### src/rtl/seq_detector_param_if.sv
// Bus bundle for the serial pattern detector: configuration, serial input
// stream and the registered detection outputs.
interface seq_detector_param_if #(
  parameter int PAT_W = 5,
  parameter int CNT_W = 8
);
  localparam int LEN_W = $clog2(PAT_W + 1);

  // Configuration, sampled only while load is high
  logic             load;
  logic [PAT_W-1:0] pattern;
  logic [LEN_W-1:0] pat_len;
  logic             overlap;

  // Serial stream
  logic             in_valid;
  logic             in_seq;

  // Detection results
  logic             out_seq;
  logic [CNT_W-1:0] match_count;
  logic             armed;

  // Stimulus side: drives configuration and stream, observes results
  modport master (
    output load, pattern, pat_len, overlap, in_valid, in_seq,
    input  out_seq, match_count, armed
  );

  // Detector side
  modport slave (
    input  load, pattern, pat_len, overlap, in_valid, in_seq,
    output out_seq, match_count, armed
  );
endinterface

### src/rtl/seq_detector_param.sv
// Serial pattern detector with a runtime-loaded pattern of 1..PAT_W bits.
// Each qualified bit is shifted into a history register; when the newest
// len bits equal the pattern a one-cycle pulse is emitted and a saturating
// match counter advances. Overlapping mode keeps the history after a match,
// non-overlapping mode discards it so the matching bits are not reused.
module seq_detector_param #(
  parameter int PAT_W = 5,
  parameter int CNT_W = 8
) (
  input  logic                 clk,
  input  logic                 reset,
  seq_detector_param_if.slave  bus
);
  localparam int LEN_W = $clog2(PAT_W + 1);
  localparam logic [LEN_W-1:0] MAX_LEN = LEN_W'(PAT_W);
  localparam logic [CNT_W-1:0] CNT_MAX = '1;

  typedef enum logic [1:0] {
    IDLE = 2'd0,
    FILL = 2'd1,
    HUNT = 2'd2
  } state_t;

  state_t           state_q, state_d;
  logic [PAT_W-1:0] pattern_q, pattern_d;
  logic [LEN_W-1:0] len_q, len_d;
  logic             overlap_q, overlap_d;
  logic [PAT_W-1:0] hist_q, hist_d;
  logic [LEN_W-1:0] fill_q, fill_d;
  logic [CNT_W-1:0] count_q, count_d;
  logic             out_q, out_d;

  // Derived per-bit values shared by the next-state logic
  logic [PAT_W-1:0] hist_shift;
  logic [LEN_W-1:0] fill_inc;
  logic [PAT_W-1:0] len_mask;
  logic             enough_bits;
  logic             hit;
  logic             load_ok;
  logic [LEN_W-1:0] len_clamped;

  // A load with zero length carries no pattern and is treated as absent
  assign load_ok     = bus.load && (bus.pat_len != '0);
  assign len_clamped = (bus.pat_len > MAX_LEN) ? MAX_LEN : bus.pat_len;

  // History as it would look after accepting the current bit; the oldest
  // bit falls off the top
  assign hist_shift  = (hist_q << 1) | PAT_W'(bus.in_seq);

  // Fill count saturates at PAT_W: beyond that every length is satisfied
  assign fill_inc    = (fill_q == MAX_LEN) ? MAX_LEN : (fill_q + LEN_W'(1));
  assign enough_bits = (fill_inc >= len_q);

  // Only the lowest len bits take part in the comparison
  for (genvar gi = 0; gi < PAT_W; gi++) begin : g_mask
    assign len_mask[gi] = (LEN_W'(gi) < len_q);
  end

  assign hit = enough_bits && ~|((hist_shift ^ pattern_q) & len_mask);

  // State register with asynchronous clear
  always_ff @(posedge clk or posedge reset) begin
    if (reset) begin
      state_q   <= IDLE;
      pattern_q <= '0;
      len_q     <= '0;
      overlap_q <= 1'b0;
      hist_q    <= '0;
      fill_q    <= '0;
      count_q   <= '0;
      out_q     <= 1'b0;
    end else begin
      state_q   <= state_d;
      pattern_q <= pattern_d;
      len_q     <= len_d;
      overlap_q <= overlap_d;
      hist_q    <= hist_d;
      fill_q    <= fill_d;
      count_q   <= count_d;
      out_q     <= out_d;
    end
  end

  // Next-state: load has priority over bit acceptance; bubbles hold state
  always_comb begin
    state_d   = state_q;
    pattern_d = pattern_q;
    len_d     = len_q;
    overlap_d = overlap_q;
    hist_d    = hist_q;
    fill_d    = fill_q;
    count_d   = count_q;
    out_d     = 1'b0;

    if (load_ok) begin
      state_d   = FILL;
      pattern_d = bus.pattern;
      len_d     = len_clamped;
      overlap_d = bus.overlap;
      hist_d    = '0;
      fill_d    = '0;
      count_d   = '0;
    end else begin
      case (state_q)
        IDLE: begin
          // No pattern yet: the stream is ignored
        end
        FILL, HUNT: begin
          if (bus.in_valid) begin
            hist_d = hist_shift;
            fill_d = fill_inc;
            if (hit) begin
              out_d = 1'b1;
              if (count_q != CNT_MAX) begin
                count_d = count_q + CNT_W'(1);
              end
              if (overlap_q) begin
                state_d = HUNT;
              end else begin
                // The completing bit is consumed by this match
                hist_d  = '0;
                fill_d  = '0;
                state_d = FILL;
              end
            end else if (enough_bits) begin
              state_d = HUNT;
            end else begin
              state_d = FILL;
            end
          end
        end
        default: begin
          state_d = IDLE;
        end
      endcase
    end
  end

  assign bus.out_seq     = out_q;
  assign bus.match_count = count_q;
  assign bus.armed       = (state_q != IDLE);

endmodule

### src/flat_wrapper.sv
// flat-port wrapper written by rule: the top's interface ports become plain ports
module seq_detector_param_flat 
#(
  parameter int PAT_W = 5,
  parameter int CNT_W = 8
)
  (clk, reset, bus_load, bus_pattern, bus_pat_len, bus_overlap, bus_in_valid, bus_in_seq, bus_out_seq, bus_match_count, bus_armed);
  seq_detector_param_if #(.PAT_W(PAT_W), .CNT_W(CNT_W)) bus_i ();
  input  logic clk;
  input  logic reset;
  input wire logic [$bits(bus_i.load)-1:0] bus_load;
  input wire logic [$bits(bus_i.pattern)-1:0] bus_pattern;
  input wire logic [$bits(bus_i.pat_len)-1:0] bus_pat_len;
  input wire logic [$bits(bus_i.overlap)-1:0] bus_overlap;
  input wire logic [$bits(bus_i.in_valid)-1:0] bus_in_valid;
  input wire logic [$bits(bus_i.in_seq)-1:0] bus_in_seq;
  output wire logic [$bits(bus_i.out_seq)-1:0] bus_out_seq;
  output wire logic [$bits(bus_i.match_count)-1:0] bus_match_count;
  output wire logic [$bits(bus_i.armed)-1:0] bus_armed;
  assign bus_i.load = bus_load;
  assign bus_i.pattern = bus_pattern;
  assign bus_i.pat_len = bus_pat_len;
  assign bus_i.overlap = bus_overlap;
  assign bus_i.in_valid = bus_in_valid;
  assign bus_i.in_seq = bus_in_seq;
  assign bus_out_seq = bus_i.out_seq;
  assign bus_match_count = bus_i.match_count;
  assign bus_armed = bus_i.armed;
  seq_detector_param #(.PAT_W(PAT_W), .CNT_W(CNT_W)) u_core (.clk(clk), .reset(reset), .bus(bus_i));
endmodule
### config.mk
export PLATFORM = sky130hd
export DESIGN_NAME = seq_detector_param_flat
export DESIGN_NICKNAME = d
export VERILOG_FILES = /design/src/rtl/seq_detector_param_if.sv /design/src/rtl/seq_detector_param.sv /design/src/flat_wrapper.sv
export SDC_FILE = /design/constraint.sdc
export NUM_CORES = 1
export LEC_CHECK = 0
export ABC_AREA = 0
export CORE_MARGIN = 3
export CORE_UTILIZATION = 40
export CTS_CLUSTER_SIZE = 24
export DETAILED_ROUTE_END_ITERATION = 8
export GPL_ROUTABILITY_DRIVEN = 0
export PLACE_DENSITY = 0.65
export SYNTH_ARGS = -nofsm -noshare
export SYNTH_HDL_FRONTEND = slang
export SYNTH_SLANG_ARGS = --single-unit
### constraint.sdc
create_clock -name clk -period 2.9 [get_ports clk]
set_clock_uncertainty 0.2 [all_clocks]
set_input_delay 0.435 -clock clk [delete_from_list [all_inputs] [get_ports clk]]
set_output_delay 0.435 -clock clk [all_outputs]
set_load 0.03 [all_outputs]
==> metrics.txt <==
most frequent CP cell=sky130_fd_sc_hd__inv_1; Hold Vio Cnt, Final=0; count of clock tree sinks=27; setup repair after global routing missed its margin=no; number of diodes added for antenna fixing=0; Port Buf Inserts=23; number of max-capacitance violations reported=0; VDD IR max=approximately 0.20 mV; prevailing post-synth register cell=sky130_fd_sc_hd__dfrtp_1; average footprint of a synthesized cell=about 9.8 sq um; Filler Cells Inserted=about 330; area of the mapped netlist=roughly 1500 sq um; total CTS buffers=3; most frequent cells in the layout=sky130_fd_sc_hd__dfrtp_1 (27), sky130_fd_sc_hd__nand2_1 (25), sky130_fd_sc_hd__clkdlybuf4s50_1 (23), sky130_fd_sc_hd__inv_1 (13), sky130_fd_sc_hd__a21oi_1 (10); R2R setup slack=250 ps; required time reported for the critical path endpoint=2970 ps; leading cell type in the layout, fill and taps excluded=sky130_fd_sc_hd__dfrtp_1; FF-to-FF End=u_core.bus.match_count[6]; first-pass GRT wire length=approximately 5600 microns; clock transition at the registers of the reported paths=140 ps; final setup fails=0; synthesized net count=about 170; proportion of layout cells with a drive suffix above 1=0.0743; net count of the finished layout=a little under 200; f_max=377 MHz; Die Footprint=approximately 4400 sq um; # H-tree levels=1; EDFF count, synth=0; overall power after layout=1.04 mW; Vias/cell=5.56; crit share post-route=0.915; startpoint kind of the worst setup timing path=flop; Synth warnings=0; static leakage power=between 0.7 and 0.8 nW; number of cells on the worst reg-to-reg path=9; initial core utilization=0.426; clock latency on the worst-skew pair=330 ps; flip-flop and latch count after synthesis=27; placed wire-length estimate=roughly 2300 microns; cells along the critical path=inv_1 > o21ai_0 > inv_1 > ha_1 > nor2b_1 > o21ai_2 > nand2_1 > or4_1 > a21oi_1; run status=completed; Root Driver=sky130_fd_sc_hd__clkbuf_4; delay-heaviest family, CP=simple AND/OR/NAND/NOR gates; total grt overflow=0; buffers from clock root to sink, at most=2; initial antenna violation count=0; cts hold-fix bufs=0; vias=1228; P&R area growth vs syn=21.8%; slowest cell delay on critical path=~560 ps; buffers and inverters on the worst path=2; transition time at the pin with the least slew margin=663 ps; Horiz. Die Dim=around 66 microns; number of gates resized after cts=0; wire length per cell=around 14 microns; overall routing resource usage=0.163; detailed-route wire length=3170 microns; core footprint=~3400 sq um; max_slew headroom=0.558; remaining design rule violation count=0; count of pins on the block boundary=24; worst min-delay path class=in -> async; final-report max-slew violation count=0; beginning of the worst register-to-register path=u_core.fill_q[2]; ratio of total power to cell area=586 nW/um^2; Post-Synthesis Cells=between 100 and 150; maximum number of pins on one net before global-route repair=28; Period minus WS final=approximately 2700 ps; Worst path slowest cell=sky130_fd_sc_hd__or4_1; initial drt markers=approximately 70; CTS tree=yes; Total Negative Setup Slacks=0 ps; count of nets left with antenna violations after detail routing=0; number of core rows=21; maximum fanout encountered on the critical timing path=16; proportion of synthesized flip-flops having asynchronous set or reset=1.00; Worst Setup End Kind=flop; Post-CTS Setup Inserts=0; total iterations of the first detailed-routing run=4; Arrival @ worst endpoint=roughly 2700 ps; number of global-route vias before repair=between 1000 and 1500; WS Path Type=reg -> reg; count of unique library cells instantiated by Yosys=34; die outline height=roughly 66 microns; share of the yosys chip area belonging to registers=0.464
-- how the worst max path moves through the flow --
stage                     depth (start not counted)        startpoint  slack [ps]                         to
after floorplan                                  10  u_core.fill_q[2]         720  u_core.bus.match_count[0]
after global placement                            9  u_core.fill_q[2]         420  u_core.bus.match_count[6]
after detailed placement                          9  u_core.fill_q[2]         300  u_core.bus.match_count[6]
after CTS                                         9  u_core.fill_q[2]         260  u_core.bus.match_count[6]
after global routing                              9  u_core.fill_q[2]          20  u_core.bus.match_count[7]
final                                             9  u_core.fill_q[2]         250  u_core.bus.match_count[6]
-- through the flow --
| stage | hold slack (ps) | setup WS (ps) | instances | util | area [sq um] |
|---|---|---|---|---|---|
| after floorplan | 264 | 715 | 149 | - | 1460 |
| after global placement | 279 | 424 | 217 | 0.511 | 1750 |
| after detailed placement | 289 | 297 | 217 | 0.511 | 1750 |
| after CTS | 255 | 263 | 221 | 0.519 | 1770 |
| after global routing | 269 | 19.8 | 221 | 0.519 | 1770 |
| final | 235 | 245 | 221 | 0.519 | 1770 |
-- registers in the layout, indices dropped and copies added (netlist names) --
| register | flops |
|---|---|
| u_core.bus.match_count | 8 |
| u_core.pattern_q | 5 |
| u_core.hist_q | 4 |
| u_core.fill_q | 3 |
| u_core.len_q | 3 |
| u_core.state_q | 2 |
| u_core.bus.out_seq | 1 |
| u_core.overlap_q | 1 |
-- power breakdown --
group	switching (mW)	leakage, nW	internal [mW]	total [mW]
Clock	0.113	0.0150	0.0540	0.167
Combinational	0.250	0.405	0.156	0.406
Sequential	0.0429	0.355	0.423	0.465
Total	0.406	0.775	0.633	1.04
-- Yosys cell counts (2+ instances only) --
master / instances / area share
sky130_fd_sc_hd__dfrtp_1: 27 / 0.46
sky130_fd_sc_hd__inv_1: 13 / 0.034
sky130_fd_sc_hd__a21oi_1: 10 / 0.034
sky130_fd_sc_hd__or4_1: 6 / 0.031
sky130_fd_sc_hd__o21ai_0: 9 / 0.031
sky130_fd_sc_hd__o31ai_1: 7 / 0.036
sky130_fd_sc_hd__nand2_1: 25 / 0.064
sky130_fd_sc_hd__a22o_1: 8 / 0.048
sky130_fd_sc_hd__o21ai_2: 2 / 0.012
sky130_fd_sc_hd__nand3_1: 7 / 0.024
sky130_fd_sc_hd__xor2_1: 3 / 0.018
sky130_fd_sc_hd__o211ai_1: 2 / 0.010
sky130_fd_sc_hd__xnor2_1: 3 / 0.018
sky130_fd_sc_hd__ha_1: 5 / 0.043
sky130_fd_sc_hd__clkbuf_1: 2 / 0.0052
sky130_fd_sc_hd__nor2_1: 2 / 0.0052
-- worst min-delay path: cells and delay by family --
kind,cells,cell delay [ps]
buffers and inverters,3,760
-- cells by family after synthesis --
group / share of synthesized area
DFF: 0.464
adders and majority gates: 0.0430
buffers and inverters: 0.0473
xor gates and xnor gates: 0.0361
AOI/OAI and AO/OA: 0.230
and+or+nand+nor: 0.180
-- final cells by class --
class	count	area [sq um]	area share
Multi-Input combinational cell	105	711	0.401
Sequential cell	27	676	0.381
Timing Repair Buffer	26	253	0.143
Tap cell	46	57.6	0.0325
Inverter	13	48.8	0.0275
Clock buffer	4	26.3	0.0148
-- per-layer routing --
layer  GRT usage  wire length, microns
met4      0.0711                    55
met5           0                     0
met1       0.218                  1530
met2       0.264                  1460
met3      0.0204                   124
(Power assumes the default switching activity.)
